$ cat config.mk
export PLATFORM = sky130hd
export DESIGN_NAME = dac_spi_tx
export DESIGN_NICKNAME = d
export VERILOG_FILES = /design/src/rtl/dac_spi_tx.sv
export SDC_FILE = /design/constraint.sdc
export NUM_CORES = 1
export LEC_CHECK = 0
export BUFFER_PORTS_ARGS = -buffer_cell sky130_fd_sc_hd__buf_2
export CORE_ASPECT_RATIO = 0.9
export CORE_MARGIN = 3
export CORE_UTILIZATION = 40
export CTS_CLUSTER_DIAMETER = 200
export CTS_CLUSTER_SIZE = 25
export DETAILED_ROUTE_END_ITERATION = 6
export SLEW_MARGIN = 15
export SYNTH_ARGS = -nofsm -noshare
export SYNTH_HDL_FRONTEND = slang
export SYNTH_SLANG_ARGS = --single-unit
$ cat constraint.sdc
create_clock -name clk -period 3.1 [get_ports clk]
set_clock_uncertainty 0.05 [all_clocks]
set_input_delay 0.155 -clock clk [delete_from_list [all_inputs] [get_ports clk]]
set_output_delay 0.155 -clock clk [all_outputs]
set_load 0.01 [all_outputs]
$ cat src/rtl/dac_spi_tx.sv
// dac_spi_tx: samples the DDS sine output on a fixed tick and ships it as one 16-bit SPI mode-0 frame.
// Latency: dac_cs_n falls the cycle after the tick; cs low for 33*CLK_DIV cycles, then one frame_done cycle.
// Backpressure: none; a tick arriving while busy is dropped and recorded in the sticky overrun flag.
module dac_spi_tx #(
  parameter int CLK_DIV    = 2,
  parameter int SAMPLE_DIV = 80
) (
  input  logic       clk,
  input  logic       rst_n,
  input  logic       enable,
  input  logic [9:0] sample_in,
  output logic       dac_cs_n,
  output logic       dac_sclk,
  output logic       dac_mosi,
  output logic       busy,
  output logic       frame_done,
  output logic       overrun
);

  localparam int TW = $clog2(SAMPLE_DIV);
  localparam int CW = (CLK_DIV > 1) ? $clog2(CLK_DIV) : 1;

  typedef enum logic [1:0] {
    S_IDLE,
    S_SHIFT,
    S_HOLD,
    S_DONE
  } state_t;

  state_t          r_state;
  logic [TW-1:0]   r_timer;
  logic [CW-1:0]   r_hcnt;
  logic [3:0]      r_bit;
  logic [14:0]     r_shift;   // bits still to be sent after the one on dac_mosi
  logic            r_cs_n;
  logic            r_sclk;
  logic            r_mosi;
  logic            r_busy;
  logic            r_done;
  logic            r_ovr;

  logic            w_tick;
  logic            w_hc_last;
  logic [15:0]     w_word;

  assign w_tick    = enable && (r_timer == TW'(SAMPLE_DIV - 1));
  assign w_hc_last = (r_hcnt == CW'(CLK_DIV - 1));
  assign w_word    = {4'b0011, sample_in, 2'b00};

  assign dac_cs_n   = r_cs_n;
  assign dac_sclk   = r_sclk;
  assign dac_mosi   = r_mosi;
  assign busy       = r_busy;
  assign frame_done = r_done;
  assign overrun    = r_ovr;

  // Sample timer: free-runs 0..SAMPLE_DIV-1 while enabled, parked at 0 otherwise.
  always_ff @(posedge clk or negedge rst_n) begin
    if (!rst_n) begin
      r_timer <= '0;
    end else if (!enable || w_tick) begin
      r_timer <= '0;
    end else begin
      r_timer <= r_timer + 1'b1;
    end
  end

  // Sticky overrun: set by a tick that lands while a frame is in flight, cleared by disabling.
  always_ff @(posedge clk or negedge rst_n) begin
    if (!rst_n) begin
      r_ovr <= 1'b0;
    end else if (!enable) begin
      r_ovr <= 1'b0;
    end else if (w_tick && r_busy) begin
      r_ovr <= 1'b1;
    end
  end

  // Frame FSM: IDLE -> SHIFT (16 low/high SCLK phases) -> HOLD (cs tail) -> DONE (pulse) -> IDLE.
  always_ff @(posedge clk or negedge rst_n) begin
    if (!rst_n) begin
      r_state <= S_IDLE;
      r_hcnt  <= '0;
      r_bit   <= '0;
      r_shift <= '0;
      r_cs_n  <= 1'b1;
      r_sclk  <= 1'b0;
      r_mosi  <= 1'b0;
      r_busy  <= 1'b0;
      r_done  <= 1'b0;
    end else begin
      case (r_state)
        S_IDLE: begin
          r_done <= 1'b0;
          if (w_tick) begin
            r_shift <= w_word[14:0];
            r_mosi  <= w_word[15];
            r_cs_n  <= 1'b0;
            r_hcnt  <= '0;
            r_bit   <= '0;
            r_busy  <= 1'b1;
            r_state <= S_SHIFT;
          end
        end
        S_SHIFT: begin
          if (w_hc_last) begin
            r_hcnt <= '0;
            if (!r_sclk) begin
              r_sclk <= 1'b1;
            end else begin
              // Falling edge: present the next bit, or finish after the 16th high phase.
              r_sclk <= 1'b0;
              if (r_bit == 4'd15) begin
                r_state <= S_HOLD;
              end else begin
                r_bit   <= r_bit + 4'd1;
                r_mosi  <= r_shift[14];
                r_shift <= {r_shift[13:0], 1'b0};
              end
            end
          end else begin
            r_hcnt <= r_hcnt + 1'b1;
          end
        end
        S_HOLD: begin
          if (w_hc_last) begin
            r_hcnt  <= '0;
            r_cs_n  <= 1'b1;
            r_mosi  <= 1'b0;
            r_done  <= 1'b1;
            r_state <= S_DONE;
          end else begin
            r_hcnt <= r_hcnt + 1'b1;
          end
        end
        default: begin
          // Done cycle still counts as busy so a coincident tick is dropped.
          r_done  <= 1'b0;
          r_busy  <= 1'b0;
          r_state <= S_IDLE;
        end
      endcase
    end
  end

endmodule
# --- Word-level counts from Yosys, hierarchy flattened ---
# Cells that the tools add are included.
word_totals:
  wordCells: 78
  inputBits: 13
  reg_bits: 35
  out_inout_bits: 6
op_classes:
  n_eq_ne: 11
  n_mux: 33
  add_sub_neg: 3
  reduce_logical: 18
  bitwise: 2
ops:
  columns: ["cell", "count"]
  rows:
  - ["15-bit two-way mux", 4]
  - ["15-bit case mux with 2 select lines", 1]
  - ["4-bit two-way mux", 4]
  - ["2-bit != test, second input constant", 6]
  - ["1-bit two-way mux", 11]
  - ["2-bit two-way mux", 5]
  - ["5-bit AND reduction", 2]
  - ["1-bit case mux with 2 select lines", 4]
  - ["4-bit case mux with 2 select lines", 1]
  - ["2-bit AND reduction", 4]
  - ["7-bit by 1-bit adder with 7-bit output, second input constant", 1]
  - ["7-bit equality test, second input constant", 1]
  - ["7-bit two-way mux", 1]
  - ["2-bit case mux with 3 select lines", 1]
  - ["6-bit AND reduction", 1]
  - ["2-bit nonzero test", 3]
  - ["4-bit by 1-bit adder with 4-bit output, second input constant", 1]
  - ["4-bit equality test, second input constant", 1]
  - ["1-bit case mux with 3 select lines", 1]
  - ["3-bit AND reduction", 1]
  - ["3-bit nonzero test", 1]
  - ["2-bit by 1-bit equality test with 1-bit output, second input constant", 1]
  - ["2-bit equality test, second input constant", 1]
  - ["1-bit logical AND", 2]
  - ["7 further kinds", 8]

# --- Logic depth before layout (Yosys ltp) ---
# Gate-level depths: netlist of run 1.
logic_depth:
  word_depth: 5
  depth_mapped: 7
  ltp_nobuf: 6

# --- Least setup slack after synthesis of run 1 ---
# OpenSTA, ideal clock, no wires.
synth_path:
  kind: "register to register"
  startpoint: "reg r_timer[0]"
  endpoint: "reg r_bit[0]"
  synth_period_minus_slack_ns: 2.014
  slack_ns: 1.086
  setup_ns: 0.125
  t_arrival_ns: 1.839
  n_path_buf: 2
  required_time_ns: 2.925
  stages_incl_launch_ff: 8
  path_cell_list: "dfrtp_1 > ha_1 > and3_1 > buf_6 > a41oi_4 > nor3_4 > buf_12 > mux2_4"
synth_between:
  elab_chain_cells: 4
synth_lines:
  columns: ["element", "line", "text"]
  rows:
  - ["from (decl)", "31", "logic [TW-1:0] r_timer;"]
  - ["from (signal assigned)", "64", "r_timer <= r_timer + 1'b1;"]
  - ["7-bit equality test", "46", "assign w_tick = enable && (r_timer == TW'(SAMPLE_DIV - 1));"]
  - ["1-bit logical AND", "46", null]
  - ["2-bit != test (no source line)", null, null]
  - ["5-bit AND reduction (no source line)", null, null]
  - ["to (signal assigned)", "116", "r_bit <= r_bit + 4'd1;"]
  - ["to (decl)", "33", "logic [3:0] r_bit;"]
# Every way passes these cells.
# A chain may end at the register's enable or synchronous reset.

# --- Final worst setup path of run 1 ---
layout_path:
  startpoint: "reg r_state[1]"
  endpoint: "reg r_shift[9]"
layout_between:
  elab_chain_cells: 3
  word_cells_on_any_way: 9
  classes_between: "eq/ne: 5; mux: 1; reduce/logical: 3"
layout_lines:
  columns: ["element", "line", "text"]
  rows:
  - ["from (decl)", "30", "state_t r_state;"]
  - ["from (signal assigned)", "82", "r_state <= S_IDLE;"]
  - ["from (signal assigned)", "102", "r_state <= S_SHIFT;"]
  - ["from (signal assigned)", "114", "r_state <= S_HOLD;"]
  - ["2-bit by 1-bit equality test with 1-bit output / 2-bit zero test (equally long branches)", "92", "case (r_state)"]
  - ["2-bit != test (no source line) / 2-bit nonzero test (equally long branches)", null, null]
  - ["5-bit AND reduction (no source line)", null, null]
  - ["to (signal assigned)", "96", "r_shift <= w_word[14:0];"]
  - ["to (signal assigned)", "118", "r_shift <= {r_shift[13:0], 1'b0};"]
  - ["to (decl)", "34", "logic [14:0] r_shift;"]
# Parallel ways exist; a longest one is shown, timed or not.

==> results.txt, run 1 <==
outcome: complete, no violations
vias in the first global route: 1126
Worst Tran Pin Value: 0.921 ns
VDD IR max: 0.000216 V
Ys Warns: 0
placed insts: 208
Crit. End Element: flip-flop
routed length per placed instance: 13.7 um
via total after detailed routing: 1154
Setup Fix Bufs, Post-CTS: 0
drt via density: 5.34
area of the die: 5150 um^2
Num Clock Sinks: 33
Synth Area in Compound Gates: 9.04%
share of cells above drive strength 1: 32.1%
Mapped Cells: 145
row count: 22
Most used DFF post-synth: dfrtp_1
largest cells by area after synthesis: dfrtp_1 (46%), mux2_2 (11%), mux2_4 (5.2%), ha_1 (4.3%), nor2b_1 (1.8%)
nets: 187
Max Slew Vio Count: 0
final worst path period need: 2.61 ns
Seq cells post-synth: 33
core area: 4130 um^2
top post-synthesis cells by count: dfrtp_1 (32), mux2_2 (17), inv_1 (8), nor2_1 (8), nand2_1 (7)
Final Non-Filler Cells: 216
initial DRC count: 69
fmax: 0.383 GHz
power per cell area: 431 nW/um^2
largest net degree at the start of global routing: 34
Area Overhead vs Synth: 13.4%
Max Root-Sink Buffers: 2
Hold Crit Class: primary input to flip-flop
Post-Route WL: 2970 um
WL met2: 1360 um
MaxCap Viol Count: 0
hold slack: 0.153 ns
critical path type: flip-flop to flip-flop
syn_area_per_cell: 11.9 um^2
GP Congestion: 0.892
Final TNS setup: 0 ns
Worst setup SP type: flip-flop
largest family of logic cells by synthesized area: multiplexers
Synth Area in XOR/XNOR: 2.53%
total grt overflow: 0
Leakage Power: 0.955 nW
ANT cells: 0
first-pass GRT wire length: 5180 um
met3 WL post-DR: 121 um
Final Hold Viols: 0
Starting Density: 41.9%
GRT Total Usage: 13.3%
ANT nets after route: 0
post-synthesis mux area share: 18.0%
final setup violating endpoints: 0
Clock Latency Late Sink: 0.28 ns
uppermost layer routed: met4
hold_buf cts: 1
DR DRC count: 0
simple-gate share of the synthesized area: 14.3%
initial antenna violation count: 0
Die Width: 75.3 um
TritonCTS Buffers: 5
IO Pins: 19
Die Y: 68.4 um
Design Area, Final: 1960 um^2
CP Data Arrival Time: 2.73 ns
# H-tree levels: 2
met1 wire length: 1440 um
first-pass detailed-route iteration total: 4
Synth cell types: 42
RSZ-0062 raised after global routing: false
pre-CTS WS: 0.463 ns
post-synthesis sequential area ratio: 47.8%
Synth area leader: dfrtp_1
Post-synth EDFFs: 0
most common cell in the synthesized netlist: dfrtp_1
TritonCTS clock tree: done
Slew HR: 38.4%
Synth Area in Adders: 4.34%
post-route worst setup slack: 0.487 ns
placed wire-length estimate: 2110 um
post-CTS sizing: 0
CP max FO: 17
post-synth top area share: 46.3%
Root Buffer: clkbuf_8
DP Area: 1850 um^2
fin crit share: 84.3%
area of the mapped netlist: 1730 um^2
CP required: 3.22 ns
syn nets: 164
# port buffers: 18
Clock transition at path regs: 0.07 ns
share of async-settable or async-resettable flops after synthesis: 100%
-- placed cells by master, fill, tap and decap left out, types with 2 or more instances in the layout --
cell type,count
nor2_1,8
mux2i_1,3
nand2_1,7
clkbuf_8,5
nor3_1,2
xor2_1,2
mux2_4,6
ha_1,6
mux2_2,17
nor2b_1,5
nand2b_1,2
a21oi_1,2
inv_1,8
dfrtp_1,32
nand4_1,2
nand3_1,5
o21ai_0,5
xnor2_1,3
and3_1,4
buf_2,18
and2b_1,2
-- final cells by class --
type	instances	area (um^2)
multi-input combinational	100	835
timing repair buffer	20	108
clock buffer	5	68.8
tap	48	60.1
fill	398	2170
inverter	8	30.0
sequential	33	827
clock inverter	2	35.0
-- path summary, 6_finish.rpt --
kind	start	to	slack (ns)	cells after the start
max in group asynchronous	rst_n	r_timer[5]	2.10	2
worst max-delay path	r_state[1]	r_shift[9]	0.49	5
worst min register to register	r_timer[0]	r_timer[0]	0.41	1
min in group asynchronous	rst_n	frame_done	0.42	2
worst min-delay path	enable	r_timer[6]	0.15	2
worst max register to register	r_state[1]	r_shift[9]	0.49	5
-- worst max-delay path: stages, from the launching register on --
cell and delay (ns):
dfrtp_1 0.41, inv_1 0.09, ha_1 0.47, o21ai_0 0.30, nor3_4 0.77, mux2_2 0.42
-- flip-flops by register name (all words and copies together) (netlist names) --
name,flops
dac_mosi,1
frame_done,1
overrun,1
r_hcnt,1
dac_sclk,1
r_shift,13
busy,1
r_bit,4
r_state,2
r_timer,7
dac_cs_n,1
-- kinds of logic after synthesis --
group	Yosys count
AND/OR/NAND/NOR	44
flip-flops	33
multiplexers	26
AO/OA/AOI/OAI	19
buffers and inverters	12
adder cells (fa/ha/maj)	6
XOR/XNOR	5
-- report_power, final --
part / leakage, nW / switching, W / internal [W] / total (W)
logic: 0.471 / 0.0000141 / 0.00000965 / 0.0000238
registers: 0.430 / 0.00000240 / 0.000434 / 0.000436
clock network: 0.0540 / 0.000152 / 0.000233 / 0.000385
-- through the flow --
step | util, % | power (W)
6_report | 47.5 | 0.000845
5_1_grt | 47.5 | 0.000883
4_1_cts | 47.5 | 0.000855
3_5_place_dp | 44.8 | 0.000468
3_3_place_gp | 44.8 | 0.000467
2_1_floorplan | - | 0.000449
-- per-layer routing --
layer | up-vias | GRT usage [%]
li1 | 562 | -
met1 | 564 | 19.0
met2 | 20 | 19.5
met3 | 8 | 3.52
met4 | 0 | 4.59
met5 | - | 0
No activity file was read; power rests on OpenSTA's default activity.
==> run 2, diff against run 1 <==
==> constraint.sdc (replaced) <==
create_clock -name clk -period 2.5 [get_ports clk]
set_clock_uncertainty 0.05 [all_clocks]
set_input_delay 0.125 -clock clk [delete_from_list [all_inputs] [get_ports clk]]
set_output_delay 0.125 -clock clk [all_outputs]
set_load 0.01 [all_outputs]
==> results.txt, run 2 (synthesis results as in run 1) <==
outcome: complete, no violations
core area: 4130 um^2
placed wire-length estimate: 2140 um
nets: 189
hold path endpoint: overrun
total grt overflow: 0
Max Slew Vio Count: 0
# H-tree levels: 2
vias in the first global route: 1130
initial DRC count: 89
TritonCTS Buffers: 5
placed insts: 210
Setup Fix Bufs, Post-CTS: 0
sequential power share: 56.6%
final setup violating endpoints: 0
CP required: 2.61 ns
Num Clock Sinks: 33
first-pass GRT wire length: 5220 um
# port buffers: 18
Leakage Power: 0.955 nW
initial antenna violation count: 0
largest net degree at the start of global routing: 34
power share of the clock group: 40.4%
first-pass detailed-route iteration total: 4
fillers: 389
fmax: 0.460 GHz
fin crit share: 86.9%
MaxCap Viol Count: 0
row count: 22
Final Non-Filler Cells: 219
worst r2r path cells: 6
final worst path period need: 2.17 ns
post-route worst setup slack: 0.327 ns
drt via density: 5.24
worst r2r src: r_timer[0]
Worst setup SP type: flip-flop
TritonCTS clock tree: done
RSZ-0062 raised after global routing: false
Regs by FF count: r_shift: 13 flops, r_timer: 7 flops, r_bit: 4 flops
pre-CTS WS: 0.336 ns
via total after detailed routing: 1147
share of cells above drive strength 1: 32.7%
Post-Route WL: 3020 um
GRT Total Usage: 13.7%
routed length per placed instance: 13.8 um
critical path type: flip-flop to flip-flop
Clock transition at path regs: 0.07 ns
Root Buffer: clkbuf_8
Die Width: 75.3 um
Crit. End Element: flip-flop
commonest non-fill, non-tap cells in the layout: dfrtp_1 (32), buf_2 (18), mux2_2 (17)
area of the die: 5150 um^2
Die Y: 68.4 um
worst hold stages: 2
ANT cells: 0
max reg flops: 13
RR Endpoint: r_shift[11]
Hold Crit Class: primary input to flip-flop
CP Data Arrival Time: 2.29 ns
combinational power share: 3.0%
Worst Tran Pin Value: 0.722 ns
VDD IR max: 0.000348 V
ANT nets after route: 0
IO Pins: 19
Max Root-Sink Buffers: 2
Slew HR: 51.9%
Int Power: 0.000743 W
Area Overhead vs Synth: 13.1%
Final TNS setup: 0 ns
Starting Density: 41.9%
reg2reg setup slack: 0.33 ns
DR DRC count: 0
sw power: 0.000213 W
GP Congestion: 0.802
switching share of power: 22.3%
power per cell area: 488 nW/um^2
register with the most flip-flops: r_shift
CP max FO: 17
Final Hold Viols: 0
commonest non-fill, non-tap cell in the layout: dfrtp_1
Clock Latency Late Sink: 0.28 ns
hold_sp: enable
-- run 2: changes by cell type in the layout (fill, tap and decap cells not counted), sizes merged --
cell and change:
clkbuf +1, bufinv -1, buf +2, clkinv +1
-- run 2: how the worst max path moves through the flow --
| stage | startpoint | end | slack [ns] | depth (start not counted) |
|---|---|---|---|---|
| after floorplan | r_timer[0] | r_bit[0] | 0.49 | 7 |
| after detailed placement | r_timer[0] | r_shift[11] | 0.34 | 6 |
| final | r_timer[0] | r_shift[11] | 0.33 | 6 |
| after global placement | r_timer[0] | r_shift[7] | 0.43 | 6 |
| after global routing | r_timer[0] | r_shift[11] | 0.22 | 6 |
| after CTS | r_timer[0] | r_shift[11] | 0.32 | 6 |
-- run 2: layer usage --
metal	global-route usage (%)	wire length [um]
met1	17.9	1420
met2	21.4	1440
met3	3.96	117
met4	5.24	33
met5	0	0
-- run 2: power by group through the flow --
stage	logic (W)	registers, W	clock network [W]
floorplan	0.00000683	0.000550	0
global placement	0.0000283	0.000550	0
detailed placement	0.0000289	0.000551	0
CTS	0.0000305	0.000541	0.000397
global route	0.0000347	0.000540	0.000428
finish	0.0000290	0.000541	0.000386
-- run 2: final cells by class --
| class | count | area, um^2 | area share (%) |
|---|---|---|---|
| repair buffers | 22 | 123 | 6.27 |
| clock inverters | 2 | 10.0 | 0.512 |
| well taps | 48 | 60.1 | 3.07 |
| multi-input cells | 100 | 835 | 42.6 |
| flip-flops and latches | 33 | 827 | 42.3 |
| clock buffers | 6 | 72.6 | 3.71 |
| inverters | 8 | 30.0 | 1.53 |
-- run 2: metrics by stage --
step,power [W],hold slack [ns],area [um^2],util [%]
2_1_floorplan,0.000557,-0.221,1730,-
3_3_place_gp,0.000579,0.173,1860,45.2
3_5_place_dp,0.000580,0.172,1860,45.2
4_1_cts,0.000968,0.104,1960,47.4
5_1_grt,0.00100,0.115,1960,47.4
6_report,0.000955,0.110,1960,47.4
-- run 2: repair_timing --
action                                 4_1_cts  5_1_grt
gates resized for setup                      0        0
hold buffers                                 1        0
endpoints found under the hold margin       32        0
setup endpoints to repair                    0        0
-- run 2: worst max-delay path: stages, from the launching register on --
cell and delay (ns):
dfrtp_1 0.37, ha_1 0.20, and3_1 0.33, a41oi_4 0.22, nor3_4 0.21, buf_4 0.29, mux2_2 0.37
